==> src/rtl/regfile_operand_source_pkg.sv <==
// ---------------------------------------------------------------------------
// klp32_rf_pkg
// Shared constants and types for the KLP32 integer register file.
//   XLEN     : data width of every register and data port (n)
//   NREGS    : architectural register count, x0 included
//   AW       : register address width; 2**AW must equal NREGS
//   ZERO_REG : hard-wired zero register x0
// ---------------------------------------------------------------------------
package klp32_rf_pkg;

    localparam int XLEN  = 32;
    localparam int NREGS = 32;
    localparam int AW    = 5;

    typedef logic [AW-1:0]   reg_addr_t;
    typedef logic [XLEN-1:0] xlen_t;

    localparam reg_addr_t ZERO_REG = reg_addr_t'(0);

    // True when a write to this address actually updates architectural state.
    function automatic logic is_real_dest(input logic en, input reg_addr_t addr);
        return en && (addr != ZERO_REG);
    endfunction

endpackage

==> src/rtl/regfile_operand_source_if.sv <==
// ---------------------------------------------------------------------------
// regfile_operand_source_if
// Bundles the operand read ports, the writeback port and the scoreboard
// signals of the register file.
//   slave  : the register file (reads addresses/writeback, drives data/stall)
//   master : the core pipeline or a testbench
// Signals: rs1_addr, rs2_addr, data1, data2, reg_write, rd_addr, rd_data,
//          pend_set, pend_rd, stall, pend_vec
// ---------------------------------------------------------------------------
interface regfile_operand_source_if;
    import klp32_rf_pkg::*;

    reg_addr_t         rs1_addr;
    reg_addr_t         rs2_addr;
    xlen_t             data1;
    xlen_t             data2;
    logic              reg_write;
    reg_addr_t         rd_addr;
    xlen_t             rd_data;
    logic              pend_set;
    reg_addr_t         pend_rd;
    logic              stall;
    logic [NREGS-1:0]  pend_vec;

    modport slave (
        input  rs1_addr, rs2_addr, reg_write, rd_addr, rd_data, pend_set, pend_rd,
        output data1, data2, stall, pend_vec
    );

    modport master (
        output rs1_addr, rs2_addr, reg_write, rd_addr, rd_data, pend_set, pend_rd,
        input  data1, data2, stall, pend_vec
    );

endinterface

==> src/rtl/regfile_operand_source_scoreboard.sv <==
// ---------------------------------------------------------------------------
// rf_scoreboard
// Per-register pending (load-in-flight) bits and the operand stall decision.
// Ports:
//   clk, rst_n              : clock, asynchronous active-low reset
//   pend_set_i, pend_rd_i   : mark a destination as owed by a long-latency op
//   wr_en_i, wr_addr_i      : writeback port, clears the pending bit
//   rs1_addr_i, rs2_addr_i  : operand addresses being read this cycle
//   stall_o                 : an operand is still owed
//   pend_vec_o              : current pending bits
// Optional build macro: REGFILE_WRITE_BYPASS_EN (same-cycle writeback
// satisfies the operand, so its hit is masked).
// ---------------------------------------------------------------------------
module rf_scoreboard
    import klp32_rf_pkg::*;
(
    input  logic             clk,
    input  logic             rst_n,
    input  logic             pend_set_i,
    input  reg_addr_t        pend_rd_i,
    input  logic             wr_en_i,
    input  reg_addr_t        wr_addr_i,
    input  reg_addr_t        rs1_addr_i,
    input  reg_addr_t        rs2_addr_i,
    output logic             stall_o,
    output logic [NREGS-1:0] pend_vec_o
);

    logic [NREGS-1:0] pend_q;
    logic [NREGS-1:0] pend_d;
    logic             hit1;
    logic             hit2;

    always_comb begin
        // NOTE: pend_d gets a full default before any conditional update so
        // every path assigns it and no latch is inferred.
        pend_d = pend_q;
        if (is_real_dest(wr_en_i, wr_addr_i)) begin
            pend_d[wr_addr_i] = 1'b0;
        end
        // Applied after the clear: a newer load to the same register wins.
        if (is_real_dest(pend_set_i, pend_rd_i)) begin
            pend_d[pend_rd_i] = 1'b1;
        end
        pend_d[ZERO_REG] = 1'b0;
    end

    always_ff @(posedge clk or negedge rst_n) begin
        // NOTE: sequential state uses non-blocking assignments only.
        if (!rst_n) begin
            pend_q <= '0;
        end else begin
            pend_q <= pend_d;
        end
    end

`ifdef REGFILE_WRITE_BYPASS_EN
    // The writeback delivering the owed value this cycle satisfies the read.
    logic wr_hit1;
    logic wr_hit2;
    assign wr_hit1 = is_real_dest(wr_en_i, wr_addr_i) && (wr_addr_i == rs1_addr_i);
    assign wr_hit2 = is_real_dest(wr_en_i, wr_addr_i) && (wr_addr_i == rs2_addr_i);
    assign hit1    = pend_q[rs1_addr_i] && !wr_hit1;
    assign hit2    = pend_q[rs2_addr_i] && !wr_hit2;
`else
    // Without bypass the stored value is stale until the edge, so keep stalling.
    assign hit1 = pend_q[rs1_addr_i];
    assign hit2 = pend_q[rs2_addr_i];
`endif

    assign stall_o    = hit1 || hit2;
    assign pend_vec_o = pend_q;

endmodule

==> src/rtl/regfile_operand_source.sv <==
// ---------------------------------------------------------------------------
// regfile_operand_source
// 32-entry KLP32 integer register file: two combinational read ports feeding
// the ALU operand muxes, one writeback port, and a pending-load scoreboard
// that raises stall while a read operand is still owed.
// Ports:
//   clk   : core clock, rising edge
//   rst_n : asynchronous active-low reset (clears registers and pending bits)
//   bus   : regfile_operand_source_if.slave (read, writeback, scoreboard)
// Optional build macro: REGFILE_WRITE_BYPASS_EN (write-first read of the
// register being written back in the same cycle).
// ---------------------------------------------------------------------------
module regfile_operand_source
    import klp32_rf_pkg::*;
(
    input  logic                     clk,
    input  logic                     rst_n,
    regfile_operand_source_if.slave  bus
);

    xlen_t regs_q [NREGS];
    logic  wr_en;
    xlen_t data1;
    xlen_t data2;

    assign wr_en = is_real_dest(bus.reg_write, bus.rd_addr);

    always_ff @(posedge clk or negedge rst_n) begin
        // NOTE: the storage array is reset because every register must read
        // 0 after reset; this makes it flops rather than an inferred RAM.
        if (!rst_n) begin
            for (int i = 0; i < NREGS; i++) begin
                regs_q[i] <= '0;
            end
        end else if (wr_en) begin
            regs_q[bus.rd_addr] <= bus.rd_data;
        end
    end

    always_comb begin
        data1 = (bus.rs1_addr == ZERO_REG) ? '0 : regs_q[bus.rs1_addr];
        data2 = (bus.rs2_addr == ZERO_REG) ? '0 : regs_q[bus.rs2_addr];
`ifdef REGFILE_WRITE_BYPASS_EN
        // wr_en already excludes x0, so x0 is never bypassed.
        if (wr_en && (bus.rd_addr == bus.rs1_addr)) begin
            data1 = bus.rd_data;
        end
        if (wr_en && (bus.rd_addr == bus.rs2_addr)) begin
            data2 = bus.rd_data;
        end
`endif
    end

    assign bus.data1 = data1;
    assign bus.data2 = data2;

    rf_scoreboard u_scoreboard (
        .clk        (clk),
        .rst_n      (rst_n),
        .pend_set_i (bus.pend_set),
        .pend_rd_i  (bus.pend_rd),
        .wr_en_i    (bus.reg_write),
        .wr_addr_i  (bus.rd_addr),
        .rs1_addr_i (bus.rs1_addr),
        .rs2_addr_i (bus.rs2_addr),
        .stall_o    (bus.stall),
        .pend_vec_o (bus.pend_vec)
    );

endmodule

==> src/flat_wrapper.sv <==
// flat-port wrapper written by rule: the top's interface ports become plain ports
module regfile_operand_source_flat import klp32_rf_pkg::*;
  (clk, rst_n, bus_rs1_addr, bus_rs2_addr, bus_reg_write, bus_rd_addr, bus_rd_data, bus_pend_set, bus_pend_rd, bus_data1, bus_data2, bus_stall, bus_pend_vec);
  regfile_operand_source_if bus_i ();
  input  logic clk;
  input  logic rst_n;
  input wire logic [$bits(bus_i.rs1_addr)-1:0] bus_rs1_addr;
  input wire logic [$bits(bus_i.rs2_addr)-1:0] bus_rs2_addr;
  input wire logic [$bits(bus_i.reg_write)-1:0] bus_reg_write;
  input wire logic [$bits(bus_i.rd_addr)-1:0] bus_rd_addr;
  input wire logic [$bits(bus_i.rd_data)-1:0] bus_rd_data;
  input wire logic [$bits(bus_i.pend_set)-1:0] bus_pend_set;
  input wire logic [$bits(bus_i.pend_rd)-1:0] bus_pend_rd;
  output wire logic [$bits(bus_i.data1)-1:0] bus_data1;
  output wire logic [$bits(bus_i.data2)-1:0] bus_data2;
  output wire logic [$bits(bus_i.stall)-1:0] bus_stall;
  output wire logic [$bits(bus_i.pend_vec)-1:0] bus_pend_vec;
  assign bus_i.rs1_addr = bus_rs1_addr;
  assign bus_i.rs2_addr = bus_rs2_addr;
  assign bus_i.reg_write = bus_reg_write;
  assign bus_i.rd_addr = bus_rd_addr;
  assign bus_i.rd_data = bus_rd_data;
  assign bus_i.pend_set = bus_pend_set;
  assign bus_i.pend_rd = bus_pend_rd;
  assign bus_data1 = bus_i.data1;
  assign bus_data2 = bus_i.data2;
  assign bus_stall = bus_i.stall;
  assign bus_pend_vec = bus_i.pend_vec;
  regfile_operand_source u_core (.clk(clk), .rst_n(rst_n), .bus(bus_i));
endmodule
==> config.mk <==
export PLATFORM = sky130hd
export DESIGN_NAME = regfile_operand_source_flat
export DESIGN_NICKNAME = d
export VERILOG_FILES = /design/src/rtl/regfile_operand_source_pkg.sv /design/src/rtl/regfile_operand_source_if.sv /design/src/rtl/regfile_operand_source_scoreboard.sv /design/src/rtl/regfile_operand_source.sv /design/src/flat_wrapper.sv
export SDC_FILE = /design/constraint.sdc
export NUM_CORES = 2
export LEC_CHECK = 0
export CAP_MARGIN = 0
export CORE_MARGIN = 1.5
export CORE_UTILIZATION = 40
export DETAILED_ROUTE_END_ITERATION = 8
export GPL_TIMING_DRIVEN = 0
export PLACE_DENSITY_LB_ADDON = 0.25
export SYNTH_ARGS = -nofsm -noshare
export SYNTH_HDL_FRONTEND = slang
export SYNTH_SLANG_ARGS = --single-unit
==> constraint.sdc <==
create_clock -name clk -period 3.92 [get_ports clk]
set_input_delay 0.392 -clock clk [delete_from_list [all_inputs] [get_ports clk]]
set_output_delay 0.392 -clock clk [all_outputs]
set_load 0.005 [all_outputs]
==> impl_metrics.csv <==
group,metric,value,unit
synth,yosysUniqueCellTypes,50,
global_routing,grt_util_met3,10.58,%
critical_path,endpoint,"bus_data1[30]",
cells_and_area,layout-drive-gt1-share,48.82,%
place,gp_congestion,0.9224,
detailed_routing,drt_iter0_drc,4727,
critical_path,r2r_cells,2,
global_routing,grt_pass1_vias,38680,
detailed_routing,wire_per_inst,38.71,µm
die,dieHeight,373.6,µm
global_routing,grt_pass1_wl,311200,µm
die,die_area,139600,µm²
sta,finalSetupViolCount,16,
global_routing,met1_usage,41.98,%
pwr,peakVddDrop,406.8,µV
synth,synth_edf_count,0,
synth,syn_nets,3760,
synth,synth-seq-cells,1026,
pwr,leakagePower,27.32,nW
worst_hold_path,hold_path.class,"input pin to flop",
detailed_routing,vias,38940,
sta,worst_slew_pin_slew,1.549,ns
global_routing,gr-total-overflow,0,
flow_run,cap_violations,1,
critical_path,rr_endpoint,"u_core.u_scoreboard.pend_vec_o[22]$_DFF_PN0_",
die,die_w,373.6,µm
global_routing,grt_antenna_before_repair,9,
critical_path,setup.worst_path.class,"input pin to primary output",
detailed_routing,postRouteAntennaNets,0,
sta,period_share,102.9,%
synth,yosysTopAreaCell,"dfrtp_1",
sta,clock-skew-final,0,ns
detailed_routing,via_per_inst,6.655,
critical_path,endpoint_kind,"primary output",
global_routing,met2_usage,47.48,%
critical_path,critPathArrivalTime,3.64,ns
cells_and_area,n_fill_cell,12040,
synth,syn_area,54930,µm²
global_routing,grt_max_degree,165,
cells_and_area,syn_to_final_growth,15.22,%
synth,async_flop_share,100.0,%
sta,drv_slew,11,
sta,fmax,0.2479,GHz
cts,cts_root_buffer,"clkbuf_16",
synth,synthTopCellsByArea,"dfrtp_1 47%, mux2_2 20%, mux4_2 19%",
synth,synth-seq-area-share,46.74,%
synth,synth_top_area_share,46.74,%
die,floorplan.initialDensity,40.45,%
global_routing,busiest_layer,"met2",
synth,syn_avg_cell_area,14.83,µm²
critical_path,crit_start,"bus_rs1_addr[4]",
critical_path,crit_required,3.53,ns
cts,cts_tree,"yes",
synth,synthTopCellsByCount,"1026 x dfrtp_1, 998 x mux2_2, 464 x mux4_2, 176 x clkbuf_1, 147 x nand2_1",
cells_and_area,finalNonFillerCells,5851,
pwr,p_per_area,528.3,nW/µm²
synth,yosysMostFrequentCell,"dfrtp_1",
worst_hold_path,min_from,"bus_pend_rd[4]",
die,core,135800,µm²
cts,clkTransAtPathRegs,0.07,ns
cts,insertion_delay,0.76,ns
global_routing,track_usage,32.17,%
sta,finalHoldViolCount,0,
cts,cts_buffers,113,
cts,cts.sinks,1026,
sta,fin_ws,-0.1136,ns
cts,h-tree-depth,3,
synth,synth_cells,3704,
status,status,"finished, violations left",
die,row_count,135,
place,placed_cells,5635,
die,io_pins,153,
detailed_routing,drc,0,
cells_and_area,nets,4025,
critical_path,crit_path_max_fanout,10,
place,port_buffers,142,
synth,synth_flop_cell,"dfrtp_1",
detailed_routing,drt_first_pass_iters,6,
detailed_routing,wl,226500,µm
place,pre_cts_ws,-0.9465,ns
cells_and_area,utilization,46.61,%
critical_path,r2r_slack,3.10,ns
critical_path,critPathLaunchType,"input pin",
sta,period_minus_slack,4.034,ns
place,dp_hpwl,145800,µm
synth,yosysWarnings,0,
cts,clockBufferDepth,3,
sta,maxSlewHeadroom,-3.267,%
critical_path,r2r_start,"u_core.u_scoreboard.pend_vec_o[22]$_DFF_PN0_",
status,violations,"capacitance limit, slew limit, setup timing",
[worst min-delay path by stage]
stage,cells after the start,end
floorplan,0,u_core.regs_q[0]$_DFFE_PN0P_
global placement,1,u_core.regs_q[1007]$_DFFE_PN0P_
detailed placement,1,u_core.regs_q[735]$_DFFE_PN0P_
CTS,2,u_core.u_scoreboard.pend_vec_o[15]$_DFF_PN0_
global route,2,u_core.u_scoreboard.pend_vec_o[15]$_DFF_PN0_
finish,2,u_core.u_scoreboard.pend_vec_o[15]$_DFF_PN0_
[flip-flops by register name, indices dropped and copies added, names as in the netlist]
register	count
u_core.u_scoreboard.pend_vec_o	31
u_core.regs_q	995
[stage by stage]
step	total power [W]	instance area [µm²]	setup TNS, ns	hold slack (ns)
2_1_floorplan	0.01881	54930	0	0.09641
3_3_place_gp	0.02123	58580	-	0.4436
3_5_place_dp	0.02143	58830	-33.76	0.3849
4_1_cts	0.03331	63240	0	0.08650
5_1_grt	0.03452	63290	-0.001904	0.1414
6_report	0.03344	63300	-0.7302	0.1120
[per-layer routing]
layer	share of wire, %	vias to the layer above	wire (µm)
met5	0.028	-	63
met4	6.3	10	14220
met3	11	714	24540
met2	44	2427	99420
met1	39	20970	88270
li1	-	14820	-
[power by group]
group / total (W) / leakage, nW / internal [W] / switching [W]
clock network: 0.0119 / 2.04 / 0.00713 / 0.00480
logic: 0.00725 / 12.2 / 0.00422 / 0.00303
registers: 0.0143 / 13.1 / 0.0127 / 0.00158
[placed cells by master (no fill, tap or decap), types with 8 or more instances in the layout]
cell,count
mux4_2,464
clkbuf_4,8
a21oi_1,33
clkbuf_1,141
clkdlybuf4s50_1,140
a221oi_2,10
a22oi_1,32
a22o_1,39
nor3_1,27
buf_4,30
clkinv_2,28
bufinv_16,20
a32o_1,10
nand2b_1,8
mux2_4,58
mux2i_1,113
buf_2,136
nor2b_1,15
clkbuf_2,45
mux2_2,998
o21ai_0,40
clkdlybuf4s15_2,9
clkbuf_16,116
a221oi_1,47
clkbuf_8,21
dfrtp_1,1026
o22ai_1,26
nor2_1,71
nand3_1,50
and3_1,24
buf_16,8
nand2_1,145
buf_1,37
[worst max-delay path, cell delays in order]
cell,delay [ns]
clkdlybuf4s50_1,0.59
buf_2,0.44
nor2_1,0.16
clkbuf_1,0.60
a221oi_1,0.80
clkdlybuf4s50_1,0.63
[logic make-up (layout without fill, tap and decap cells)]
family,count (synthesis),in the layout,synth area share (%)
other cells,1,5,0.006826
flops,1026,1026,46.74
simple gates,369,369,3.086
buf+inv,407,769,3.467
mux,1633,1633,43.12
compound gates,268,268,3.578
[what timing repair did]
action	in CTS	in global routing
pin swaps	2	0
buffers inserted	1	0
hold endpoints to repair	115	0
gates resized for setup	108	25
setup endpoints to repair	65	24
hold buffers	1	0
[area by class of cell]
cell class / instances / area, µm² / share of cell area [%]
clock inverter: 55 / 833.3 / 1.317
multi-input combinational: 2271 / 27530 / 43.49
clock buffer: 157 / 3267 / 5.161
inverter: 8 / 30.03 / 0.04744
sequential: 1026 / 25670 / 40.56
antenna: 4 / 10.01 / 0.01581
tap: 1781 / 2228 / 3.521
timing repair buffer: 152 / 1663 / 2.627
buffer: 397 / 2063 / 3.260
(Power assumes the default switching activity.)
